==> src/rtl/fpu_pkg.sv <==
// Shared FPU definitions: aligner state encoding and guard/round width.
package fpu_pkg;

  // Guard and round bits appended below the mantissa LSB before shifting.
  localparam int unsigned GRS_W = 2;

  typedef enum logic [1:0] {
    IDLE  = 2'd0,
    SHIFT = 2'd1,
    DONE  = 2'd2
  } align_state_e;

endpackage

==> src/rtl/align_step.sv <==
// One bounded right shift: returns the shifted value and whether any set
// bit fell off the bottom.
//   i_value      value to shift
//   i_amt        shift amount (caller keeps it <= W)
//   o_value_c    i_value >> i_amt
//   o_sticky_c   OR of the i_amt bits shifted out
module align_step #(
  parameter int unsigned W     = 26,
  parameter int unsigned AMT_W = 5
) (
  input  logic [W-1:0]     i_value,
  input  logic [AMT_W-1:0] i_amt,
  output logic [W-1:0]     o_value_c,
  output logic             o_sticky_c
);

  logic [W-1:0] w_keep_mask;

  assign o_value_c   = i_value >> i_amt;
  // Ones over the bits that survive; its complement selects the lost bits.
  assign w_keep_mask = {W{1'b1}} << i_amt;
  assign o_sticky_c  = |(i_value & ~w_keep_mask);

endmodule

==> src/rtl/mantissa_aligner.sv <==
// Aligns two mantissas for FP add/sub: routes the larger-exponent mantissa
// through unshifted and right-shifts the other one by the exponent
// difference, keeping guard/round bits and a sticky bit.
// The default build shifts at most STEP bits per cycle. Defining
// ALIGNER_FAST_EN replaces this with a single full-width barrel shift.
// Ports:
//   clk, reset            clock, synchronous active-high reset
//   in_valid/in_ready     operand handshake (ready only in IDLE)
//   exp_diff, exp_uf      a_exp - b_exp mod 2^EXP_W, and borrow flag
//   mant_a, mant_b        operand mantissas (hidden bit included)
//   out_valid/out_ready   result handshake
//   mant_big              unshifted larger-exponent mantissa
//   mant_small            shifted mantissa with guard and round bits
//   sticky                OR of all bits shifted below mant_small
//   swapped               operands were exchanged
module mantissa_aligner
  import fpu_pkg::*;
#(
  parameter int unsigned EXP_W  = 8,
  parameter int unsigned MANT_W = 24,
  parameter int unsigned STEP   = 4
) (
  input  logic                    clk,
  input  logic                    reset,
  input  logic                    in_valid,
  output logic                    in_ready,
  input  logic [EXP_W-1:0]        exp_diff,
  input  logic                    exp_uf,
  input  logic [MANT_W-1:0]       mant_a,
  input  logic [MANT_W-1:0]       mant_b,
  output logic                    out_valid,
  input  logic                    out_ready,
  output logic [MANT_W-1:0]       mant_big,
  output logic [MANT_W+GRS_W-1:0] mant_small,
  output logic                    sticky,
  output logic                    swapped
);

  localparam int unsigned SM_W    = MANT_W + GRS_W;
  localparam int unsigned SAT_AMT = SM_W;
  localparam int unsigned REM_W   = $clog2(SAT_AMT + 1);

  align_state_e      r_state;
  logic              r_in_ready;
  logic              r_out_valid;
  logic [MANT_W-1:0] r_big;
  logic [SM_W-1:0]   r_small;
  logic              r_sticky;
  logic              r_swapped;
  logic [REM_W-1:0]  r_rem;

  logic [EXP_W:0]    w_amt_uf;
  logic [EXP_W:0]    w_amt_raw;
  logic [REM_W-1:0]  w_amt_sat;
  logic [MANT_W-1:0] w_big_in;
  logic [SM_W-1:0]   w_small_in;
  logic [REM_W-1:0]  w_step;
  logic [SM_W-1:0]   w_shifted;
  logic              w_lost;

  // Operand routing: on borrow the true difference is 2^EXP_W - exp_diff.
  assign w_amt_uf   = {1'b1, {EXP_W{1'b0}}} - {1'b0, exp_diff};
  assign w_amt_raw  = exp_uf ? w_amt_uf : {1'b0, exp_diff};
  assign w_big_in   = exp_uf ? mant_b : mant_a;
  assign w_small_in = exp_uf ? {mant_a, {GRS_W{1'b0}}} : {mant_b, {GRS_W{1'b0}}};

  // Beyond SM_W every bit lands in sticky, so clamp there.
  always_comb begin
    w_amt_sat = REM_W'(SAT_AMT);
    if (32'(w_amt_raw) < SAT_AMT) begin
      w_amt_sat = REM_W'(w_amt_raw);
    end
  end

  // Per-cycle shift amount.
`ifdef ALIGNER_FAST_EN
  assign w_step = r_rem;
`else
  always_comb begin
    w_step = r_rem;
    if (32'(r_rem) > STEP) begin
      w_step = REM_W'(STEP);
    end
  end
`endif

  align_step #(
    .W     (SM_W),
    .AMT_W (REM_W)
  ) u_align_step (
    .i_value    (r_small),
    .i_amt      (w_step),
    .o_value_c  (w_shifted),
    .o_sticky_c (w_lost)
  );

  // Control FSM and result registers.
  always_ff @(posedge clk) begin
    if (reset) begin
      r_state     <= IDLE;
      r_in_ready  <= 1'b1;
      r_out_valid <= 1'b0;
      r_big       <= '0;
      r_small     <= '0;
      r_sticky    <= 1'b0;
      r_swapped   <= 1'b0;
      r_rem       <= '0;
    end else begin
      case (r_state)
        IDLE: begin
          if (in_valid) begin
            r_big      <= w_big_in;
            r_small    <= w_small_in;
            r_sticky   <= 1'b0;
            r_swapped  <= exp_uf;
            r_rem      <= w_amt_sat;
            r_in_ready <= 1'b0;
            if (w_amt_sat == '0) begin
              r_state     <= DONE;
              r_out_valid <= 1'b1;
            end else begin
              r_state <= SHIFT;
            end
          end
        end
        SHIFT: begin
          r_small  <= w_shifted;
          r_sticky <= r_sticky | w_lost;
          r_rem    <= r_rem - w_step;
          if (r_rem == w_step) begin
            r_state     <= DONE;
            r_out_valid <= 1'b1;
          end
        end
        DONE: begin
          // Results hold until consumed; in_ready rises only afterwards.
          if (out_ready) begin
            r_state     <= IDLE;
            r_out_valid <= 1'b0;
            r_in_ready  <= 1'b1;
          end
        end
        default: begin
          r_state     <= IDLE;
          r_out_valid <= 1'b0;
          r_in_ready  <= 1'b1;
        end
      endcase
    end
  end

  assign in_ready   = r_in_ready;
  assign out_valid  = r_out_valid;
  assign mant_big   = r_big;
  assign mant_small = r_small;
  assign sticky     = r_sticky;
  assign swapped    = r_swapped;

endmodule
==> config.mk <==
export PLATFORM = sky130hd
export DESIGN_NAME = mantissa_aligner
export DESIGN_NICKNAME = d
export VERILOG_FILES = /design/src/rtl/fpu_pkg.sv /design/src/rtl/align_step.sv /design/src/rtl/mantissa_aligner.sv
export SDC_FILE = /design/constraint.sdc
export NUM_CORES = 1
export LEC_CHECK = 0
export ABC_AREA = 1
export CAP_MARGIN = 20
export CELL_PAD_IN_SITES_DETAIL_PLACEMENT = 0
export CELL_PAD_IN_SITES_GLOBAL_PLACEMENT = 1
export CORE_ASPECT_RATIO = 0.9
export CORE_UTILIZATION = 35
export CTS_CLUSTER_DIAMETER = 200
export DETAILED_ROUTE_END_ITERATION = 12
export GPL_TIMING_DRIVEN = 0
export PLACE_DENSITY = 0.82
export SETUP_SLACK_MARGIN = 0.2
export SYNTH_ARGS = -nofsm -noshare
export SYNTH_HDL_FRONTEND = slang
export SYNTH_SLANG_ARGS = --single-unit
==> constraint.sdc <==
create_clock -name clk -period 2.35 [get_ports clk]
set_input_delay 0.47 -clock clk [delete_from_list [all_inputs] [get_ports clk]]
set_output_delay 0.47 -clock clk [all_outputs]
set_load 0.02 [all_outputs]
==> results_dict.tcl, run 1 <==
set metrics [dict create \
    status "finished, final reports clean" \
    core-area_um2 11040 \
    synthTopCellsByArea "dfxtp_1 (30%), nand2_1 (20%), nand3_1 (9.1%), o21ai_0 (5.4%), inv_1 (4.6%)" \
    drtPass1Iterations 5 \
    root_buffer "clkbuf_16" \
    arrival_ns 2.16 \
    hold_path.startpoint "out_valid" \
    finalSetupViolCount 0 \
    cts_buffer_depth 2 \
    powerDensity_nw_per_um2 885.2 \
    io_pins 115 \
    synth_top_cell_area_share 0.3011 \
    grt_max_degree 11 \
    cts-htree-levels 3 \
    synth_cell_type_count 32 \
    reg2reg_to "mant_small[10]" \
    finalCritPeriodShare 0.8283 \
    antenna_found_initial 0 \
    cts_sinks 61 \
    worstMarginPinSlew_ns 0.5612 \
    r2r-start "r_state[1]" \
    register_area_um2 1221 \
    critPathTopFamily "buffers and inverters" \
    drive_gt1_frac 0.09323 \
    die_w_um 115.5 \
    p_total_uw 5041 \
    ir_drop_v 0.0004263 \
    critical_path.n_buffers_inverters 3 \
    synth_edf_count 0 \
    wl_um 14880 \
    n_antenna_cell 0 \
    cts_tree "built" \
    syn_area_um2 4055 \
    final_antenna_net_count 0 \
    synth-main-ff-cell "dfxtp_1" \
    viasPerCell 5.241 \
    grt_overflow 0 \
    postCtsHoldBufs 0 \
    avgSynthCellArea_um2 6.201 \
    hold_path_class "flip-flop to flip-flop" \
    die_area_um2 12020 \
    multi_input_area_um2 2402 \
    start_kind "input port" \
    clkTransAtPathRegs_ns 0.05 \
    fin_crit_ns 1.946 \
    slowest_delay_ns 0.48 \
    ys_ff_latch 61 \
    start_util 0.3675 \
    finalNetCount 841 \
    fp-row-count 36 \
    syn_to_final_growth_pct 40.42 \
    slew_headroom 0.6258 \
    path_max_fanout 3 \
    die_h_um 104.1 \
    rr_worst_depth 8 \
    yosysTopAreaCell "dfxtp_1" \
    hold_end "out_valid" \
    path_cells "clkdlybuf4s50_1 > inv_1 > ha_2 > inv_1 > nand2_1 > xnor2_1 > or2_2 > nand3_1 > nand2_1 > o21ai_0 > a21oi_1" \
    hold_viol 0 \
    slew_viol_final 0 \
    io_buffer_count 113 \
    slowest_stage "clkdlybuf4s50_1" \
    grtUsageTotal 0.2565 \
    worstSetupPathType "input port to flip-flop" \
    clock_skew_ns 0.005450 \
    post_cts_buffers 0 \
    crit_path_end_kind "flip-flop" \
    min_path_cells 2 \
    synthesis.instances 654 \
    yosys_warnings 0 \
    async_flop_share 0 \
    synth_nets 717 \
    grt_setup_unrepaired "false" \
    fmax_mhz 513.8 \
    drt_drc_violations_left 0 \
    num_vias 4900 \
    r2r_setup_slack_ns 0.53 \
    yosys-top-cells-count "nand2_1 (217), nand3_1 (74), dfxtp_1 (61), inv_1 (50), o21ai_0 (44)" \
    grt_pass1_wl_um 23840 \
    fin_util 0.5160 \
    leakagePower_uw 0.002496 \
    grt_pass1_vias 4629 \
    seq_area_frac_synth 0.3011 \
    worst_skew_pair.late_latency_ns 0.34 \
    yosysMostFrequentCell "nand2_1" \
    wire_per_inst_um 15.92 \
    cap_violations 0 \
    hpwl_um 11330 \
    place_congestion 0.8978 \
    cts-buffers-inserted 9 \
    dp.cells 919 \
    cts_resized 0 \
    nFillCells 1155 \
    required_ns 2.56 \
    fin_ws_ns 0.4035 \
    drt_iter0_markers 460 \
    preCtsSetupSlack_ns -0.05314 \
    final_cells 935 \
]
[state kept, by name, indices dropped and copies added (netlist names)]
signal / cells
swapped: 1
out_valid: 1
r_rem: 5
in_ready: 1
mant_small: 26
r_state: 2
mant_big: 24
sticky: 1
[layout by cell type, fill, tap and decap left out, types with 3 or more instances in the layout]
cell	netlist	final
a31oi_1	29	29
clkbuf_8	0	3
o211ai_1	23	23
buf_2	20	20
nor2_1	26	26
nand3_1	74	74
clkbuf_1	13	14
buf_6	4	4
inv_1	50	49
nand2_4	3	3
a21oi_1	34	34
o21ai_0	44	43
clkdlybuf4s50_1	0	112
inv_2	8	9
o21ai_2	9	9
dfxtp_1	61	61
buf_1	4	4
nand2_1	217	217
o21ai_1	11	12
nor2_4	5	5
clkbuf_16	0	9
[worst max path at each step]
stage	startpoint	to	slack [ns]	depth (start not counted)
6_report	exp_diff[1]	r_rem[3]	0.40	11
5_1_grt	r_state[1]	mant_small[10]	0.28	8
4_1_cts	exp_diff[0]	r_rem[1]	0.28	12
3_5_place_dp	exp_diff[0]	r_rem[1]	-0.05	12
3_3_place_gp	exp_diff[0]	r_rem[1]	-0.05	12
2_1_floorplan	exp_diff[0]	r_rem[1]	0.67	11
[logic make-up (layout without fill, tap and decap cells)]
group                    after synthesis  in the layout  share of synthesized area
AND/OR/NAND/NOR                      333            333                     0.3536
other                                  1              1                  0.0009248
XOR/XNOR                               4              4                   0.008641
AO/OA/AOI/OAI                        153            153                     0.2225
adder cells (fa/ha/maj)                2              2                   0.006170
flip-flops                            61             61                     0.3011
buffers and inverters                100            229                     0.1071
[per-layer routing]
layer / routed length, um / vias up / GRT usage
met5: 0 / - / 0
met4: 298 / 0 / 0.08349
met3: 978 / 25 / 0.04487
met2: 6707 / 202 / 0.4038
met1: 6897 / 2251 / 0.3515
li1: - / 2422 / -
[final cells by class]
type                            count  area share
Sequential cell                    61      0.2145
Timing Repair Buffer              113      0.1991
Clock buffer                       13     0.04746
Clock inverter                      3    0.007471
Multi-Input combinational cell    493      0.4219
Inverter                           58     0.03823
Tap cell                          152     0.03340
Buffer                             42     0.03801
[through the flow]
step	hold slack (ns)	cell area [um^2]	setup TNS, ns
after detailed placement	0.4472	5376	-0.1057
after floorplan	0.5139	4055	0
final	0.4531	5694	0
after global routing	0.4857	5694	0
after CTS	0.4591	5689	0
after global placement	0.4403	5376	-0.08561
[power breakdown]
| group | switching [uW] | internal, uW |
|---|---|---|
| combinational | 1340 | 871 |
| sequential | 197 | 1240 |
| clock | 489 | 906 |
[worst min-delay path, stage by stage, from the launching register on]
cell and delay (ns):
dfxtp_1 0.31, inv_1 0.05, a21oi_1 0.05
(Power assumes the default switching activity.)
==> run 2, diff against run 1 <==
Settings changed: CORE_UTILIZATION 35 to 30, PLACE_DENSITY 0.82 to 0.75.
Clock period 2.35 ns to 1.7 ns, I/O delays scaled along.
==> run 2 against run 1 <==
Clock skew grew 0.0014 ns. Combinational power grew 73%. Final cell count grew 5.2%. Via count grew 5.8%. Sequential cell count is the same. Sequential share of layout area shrank 3.0 points. Worst setup slack lost 0.36 ns. Critical path depth shrank 1. Non-clock buffer count grew 38. Critical path type is now flip-flop to flip-flop.
==> results_dict.tcl, run 2 (same netlist as run 1, synthesis figures left out) <==
set metrics [dict create \
    status "finished, final reports clean" \
    worstSetupPathType "flip-flop to flip-flop" \
    arrival_ns 1.90 \
    grtUsageTotal 0.2345 \
    hold_viol 0 \
    drtPass1Iterations 6 \
    grt_pass1_vias 4938 \
    nFillCells 1286 \
    grt_overflow 0 \
    path_max_fanout 8 \
    die_w_um 124.6 \
    path_cells "buf_4 > nor2_8 > nand2_8 > buf_12 > o21ai_4 > nand2_2 > nand3_1 > nand3_2 > o211ai_1 > inv_1" \
    ir_drop_v 0.0006270 \
    start_kind "flip-flop" \
    cts_tree "built" \
    core-area_um2 12930 \
    clock_skew_ns 0.006885 \
    finalSetupViolCount 0 \
    hpwl_um 11700 \
    fmax_mhz 603.0 \
    final_area_um2 6756 \
    dp.cells 931 \
    drt_iter0_markers 381 \
    grt_max_degree 11 \
    cts_buffer_depth 2 \
    io_pins 115 \
    wire_per_inst_um 17.17 \
    grt_pass1_wl_um 25790 \
    viasPerCell 5.270 \
    final_common_cell "nand2_1" \
    r2r_setup_slack_ns 0.04 \
    leakagePower_uw 0.003163 \
    cts_sinks 61 \
    slowest_delay_ns 0.34 \
    die_h_um 112.3 \
    mostFrequentLayoutCells "nand2_1 (179), dlygate4sd2_1 (53), clkdlybuf4s50_1 (52)" \
    finalNetCount 879 \
    n_antenna_cell 0 \
    drt_drc_violations_left 0 \
    crit_path_end_kind "flip-flop" \
    start_util 0.3136 \
    required_ns 1.94 \
    cts-htree-levels 3 \
    syn_to_final_growth_pct 66.62 \
    antenna_found_initial 0 \
    drive_gt1_frac 0.2915 \
    die_area_um2 13990 \
    cts-buffers-inserted 9 \
    num_vias 5186 \
    final_cells 984 \
    finalCritPeriodShare 0.9754 \
    fin_crit_ns 1.658 \
    placed_cell_area_um2 5405 \
    clkTransAtPathRegs_ns 0.05 \
    powerDensity_nw_per_um2 1141 \
    worst_skew_pair.late_latency_ns 0.35 \
    root_buffer "clkbuf_16" \
    fp-row-count 39 \
    largest_register_ffs 26 \
    grt_setup_unrepaired "true" \
    final_antenna_net_count 0 \
    cap_violations 0 \
    slowest_stage "dfxtp_4" \
    slew_viol_final 0 \
    hold_path_class "input port to flip-flop" \
    critPathTopFamily "simple AND/OR/NAND/NOR gates" \
    critical_path.n_buffers_inverters 3 \
    place_congestion 0.8732 \
    io_buffer_count 113 \
    wl_um 16900 \
]
==> run 2: timing repair <==
action	CTS	global route
buffers inserted	21	11
endpoints found under the setup margin	115	61
gates cloned	2	4
hold buffers	0	0
pin swaps	32	38
resized for setup	151	141
==> run 2: tightest hold or removal path, cell delays in order <==
cell and delay (ns):
buf_2 0.12, nand3_1 0.07, a21oi_1 0.05
==> run 2: layer usage <==
metal | GRT usage | part of all wire
met1 | 0.3044 | 0.46
met2 | 0.3908 | 0.46
met3 | 0.04909 | 0.059
met4 | 0.06908 | 0.019
met5 | 0 | 0
==> run 2: worst paths after layout <==
| kind | startpoint | to | depth (start not counted) |
|---|---|---|---|
| min | exp_diff[0] | r_rem[0] | 3 |
| max reg2reg | r_rem[2] | mant_small[15] | 10 |
| min reg2reg | in_ready | in_ready | 2 |
| max | r_rem[2] | mant_small[15] | 10 |
==> run 2: cell type report <==
| type | instances | area (um^2) | share of cell area |
|---|---|---|---|
| plain buffers | 42 | 352.8 | 0.05222 |
| repair buffers | 151 | 1519 | 0.2248 |
| flip-flops and latches | 61 | 1244 | 0.1841 |
| well taps | 164 | 205.2 | 0.03037 |
| clock buffers | 15 | 297.8 | 0.04407 |
| multi-input cells | 493 | 2918 | 0.4319 |
| inverters | 58 | 220.2 | 0.03259 |
==> run 2: metrics by stage <==
stage / util / total power [uW] / worst slack [ns] / hold WS (ns) / TNS [ns]
after floorplan: - / 3855 / 0.2050 / 0.4487 / 0
after global placement: 0.4180 / 5051 / -0.4546 / 0.4413 / -14.89
after detailed placement: 0.4180 / 5066 / -0.4775 / 0.4461 / -16.41
after CTS: 0.4769 / 7165 / 0.09657 / 0.3663 / 0
after global routing: 0.5225 / 8112 / -0.04464 / 0.3104 / -0.3043
final: 0.5225 / 7712 / 0.04176 / 0.2825 / 0
==> run 2: power breakdown <==
| part | total, uW | switching (uW) | leakage [uW] | internal [uW] |
|---|---|---|---|---|
| Sequential | 2030 | 299 | 0.000509 | 1730 |
| Combinational | 3820 | 2250 | 0.00251 | 1570 |
| Clock | 1860 | 678 | 0.000148 | 1180 |
==> run 3, diff against run 2 <==
Settings changed: ABC_AREA 1 to 0, CORE_UTILIZATION 30 to 40, PLACE_DENSITY 0.75 to 0.84, SYNTH_HIERARCHICAL set to 1.
Clock period 1.7 ns to 2.1 ns, I/O delays scaled along.
==> run 3 against run 2 <==
The flow now finishes with violations (setup timing). Largest cell class unchanged. Highest routed layer unchanged. Critical path depth grew 2. Utilization increased by 16 points. Register-to-register slack worse by 0.39 ns. Wire length is 19% higher. Combinational power hardly changed.
==> results_dict.tcl, run 3 <==
set metrics [dict create \
    path_max_fanout 8 \
    placed_cell_area_um2 6404 \
    drt_drc_violations_left 0 \
    crit_path_end_kind "flip-flop" \
    drtPass1Iterations 5 \
    n_antenna_cell 0 \
    yosys.area_share.adder 0.005123 \
    finalNetCount 881 \
    hpwl_um 14080 \
    worstMarginPinSlew_ns 0.8096 \
    min_path_cells 2 \
    synth-main-ff-cell "dfxtp_1" \
    die_w_um 118.5 \
    async_flop_share 0 \
    yosys_warnings 6 \
    finalCritPeriodShare 1.167 \
    synth_top_cell_area_share 0.2500 \
    fp-row-count 37 \
    syn_area_um2 4885 \
    io_pins 115 \
    start_util 0.4187 \
    num_vias 5890 \
    drt_iter0_markers 636 \
    hold_viol 0 \
    synth_top_family_by_area "multiplexers" \
    synth_edf_count 0 \
    cap_violations 0 \
    largest_register_ffs 26 \
    yosys-top-cells-count "nand2_1 (93), mux2i_1 (68), dfxtp_1 (61), nor2_1 (61), a21oi_1 (48)" \
    met2_length_um 8991 \
    yosysMostFrequentCell "nand2_1" \
    slew_viol_final 0 \
    synthSimpleGateAreaFrac 0.1903 \
    viasPerCell 6.022 \
    switching_power_uw 2742 \
    wire_per_inst_um 20.55 \
    grt_pass1_wl_um 31020 \
    hold_path_class "flip-flop to flip-flop" \
    synth-compound-area-share 0.2426 \
    cts_sinks 61 \
    final_antenna_net_count 0 \
    cts_buffer_depth 2 \
    clkTransAtPathRegs_ns 0.06 \
    cts-htree-levels 3 \
    synth_cell_type_count 62 \
    power_frac_comb 0.544 \
    grtUsageTotal 0.3134 \
    io_buffer_count 112 \
    synthTopCellsByArea "dfxtp_1 (25%), mux2i_1 (14%), nand2_1 (7.1%), a21oi_1 (4.9%), nor2_1 (4.7%)" \
    syn_to_final_growth_pct 62.76 \
    ir_drop_v 0.0003788 \
    antenna_found_initial 0 \
    p_clk_frac 0.215 \
    fin_crit_ns 2.451 \
    required_ns 2.28 \
    drive_gt1_frac 0.3151 \
    pwr-share-seq 0.241 \
    preCtsSetupSlack_ns -0.8156 \
    mostFrequentLayoutCells "clkdlybuf4s50_1 (93), nand2_1 (83), buf_4 (59)" \
    violations "setup timing" \
    cts_tree "built" \
    final_common_cell "clkdlybuf4s50_1" \
    die_area_um2 12660 \
    die_h_um 106.8 \
    avgSynthCellArea_um2 7.828 \
    wl_um 20100 \
    status "finished with violations" \
    cts-buffers-inserted 9 \
    worstSetupPathType "flip-flop to flip-flop" \
    wl_met3_um 1813 \
    finalSetupViolCount 24 \
    ys_ff_latch 61 \
    place_congestion 0.9473 \
    final_area_um2 7950 \
    postCtsHoldBufs 0 \
    fin_ws_ns -0.3514 \
    root_buffer "clkbuf_16" \
    slew_headroom 0.4602 \
    start_kind "flip-flop" \
    core-area_um2 11670 \
    yosysTopAreaCell "dfxtp_1" \
    yosys.area_share.xor_xnor 0.005379 \
    worst_skew_pair.late_latency_ns 0.33 \
    leakagePower_uw 0.003101 \
    synth_mux_area_frac 0.2439 \
    seq_area_frac_synth 0.2500 \
    wl_met1_um 8768 \
    routed.top_layer "met4" \
    arrival_ns 2.63 \
    grt_overflow 0 \
    sw_frac_of_total 0.3933 \
    synthesis.instances 624 \
    intPower_uw 4230 \
    powerDensity_nw_per_um2 877.0 \
    clock_skew_ns 0.008975 \
    fmax_mhz 407.9 \
    rr_worst_depth 12 \
    grt_setup_unrepaired "true" \
    grt_pass1_vias 5592 \
    grt_max_degree 11 \
]
run 3: changes by cell type after synthesis, sizes merged, moves of 16 or more:
cell,change
mux2i,+68
nand3,-67
clkbuf,+28
a211oi,+29
mux2,+16
nand2,-128
nor2,+28
a31oi,-26
o21ai,-34
inv,-52
run 3: area by class of cell:
| class | count | area (um^2) |
|---|---|---|
| multi-input combinational | 498 | 3895 |
| fill | 1000 | 3716 |
| timing repair buffer | 180 | 1770 |
| sequential | 61 | 1240 |
| buffer | 62 | 506.7 |
| clock buffer | 11 | 252.7 |
| tap | 156 | 195.2 |
| clock inverter | 4 | 47.55 |
| inverter | 6 | 42.54 |
run 3: routing by layer:
layer / up-vias / GRT usage
met2: 335 / 0.4908
li1: 2695 / -
met1: 2802 / 0.4368
met4: 0 / 0.09765
met3: 58 / 0.05691
met5: - / 0
run 3: cells by family after synthesis:
logic type	Yosys count
flip-flops	61
XOR/XNOR	3
other	2
adder cells (fa/ha/maj)	2
AND/OR/NAND/NOR	210
multiplexers	98
AO/OA/AOI/OAI	180
buffers and inverters	68
run 3: what timing repair did:
action / 4_1_cts / 5_1_grt
endpoints found under the setup margin: 74 / 62
buffers inserted: 51 / 16
gates resized for setup: 141 / 77
gates cloned: 1 / 0
pin swaps: 33 / 41
run 3: worst paths after layout:
path	start	to	slack [ns]
setup / recovery	r_rem[2]	sticky	-0.35
hold / removal	swapped	swapped	0.46
setup reg to reg	r_rem[2]	sticky	-0.35
hold reg to reg	swapped	swapped	0.46
run 3: stage by stage:
step	utilization	TNS, ns	total power, uW	hold slack [ns]	cells
floorplan	-	-0.2837	3380	0.4737	627
global placement	0.5489	-31.26	4378	0.4458	895
detailed placement	0.5489	-32.96	4402	0.4507	895
CTS	0.6478	-4.556	6567	0.4588	962
global route	0.6815	-7.558	7277	0.4760	978
finish	0.6815	-4.801	6972	0.4576	978
run 3: worst max-delay path, cell delays in order (launching register included):
cell and delay (ns):
dfxtp_2 0.32, buf_8 0.11, nor3_4 0.14, inv_2 0.06, clkbuf_8 0.13, buf_8 0.13, o21a_1 0.17, o32ai_2 0.19
a21oi_1 0.06, or4_1 0.48, a211o_1 0.30, a21oi_2 0.15, nor3_1 0.05
run 3: power by group through the flow:
stage | clock network (uW) | registers [uW] | logic [uW]
finish | 1500 | 1680 | 3790
global route | 1570 | 1700 | 4000
detailed placement | 0 | 1660 | 2740
floorplan | 0 | 1760 | 1620
CTS | 1510 | 1660 | 3390
global placement | 0 | 1660 | 2720
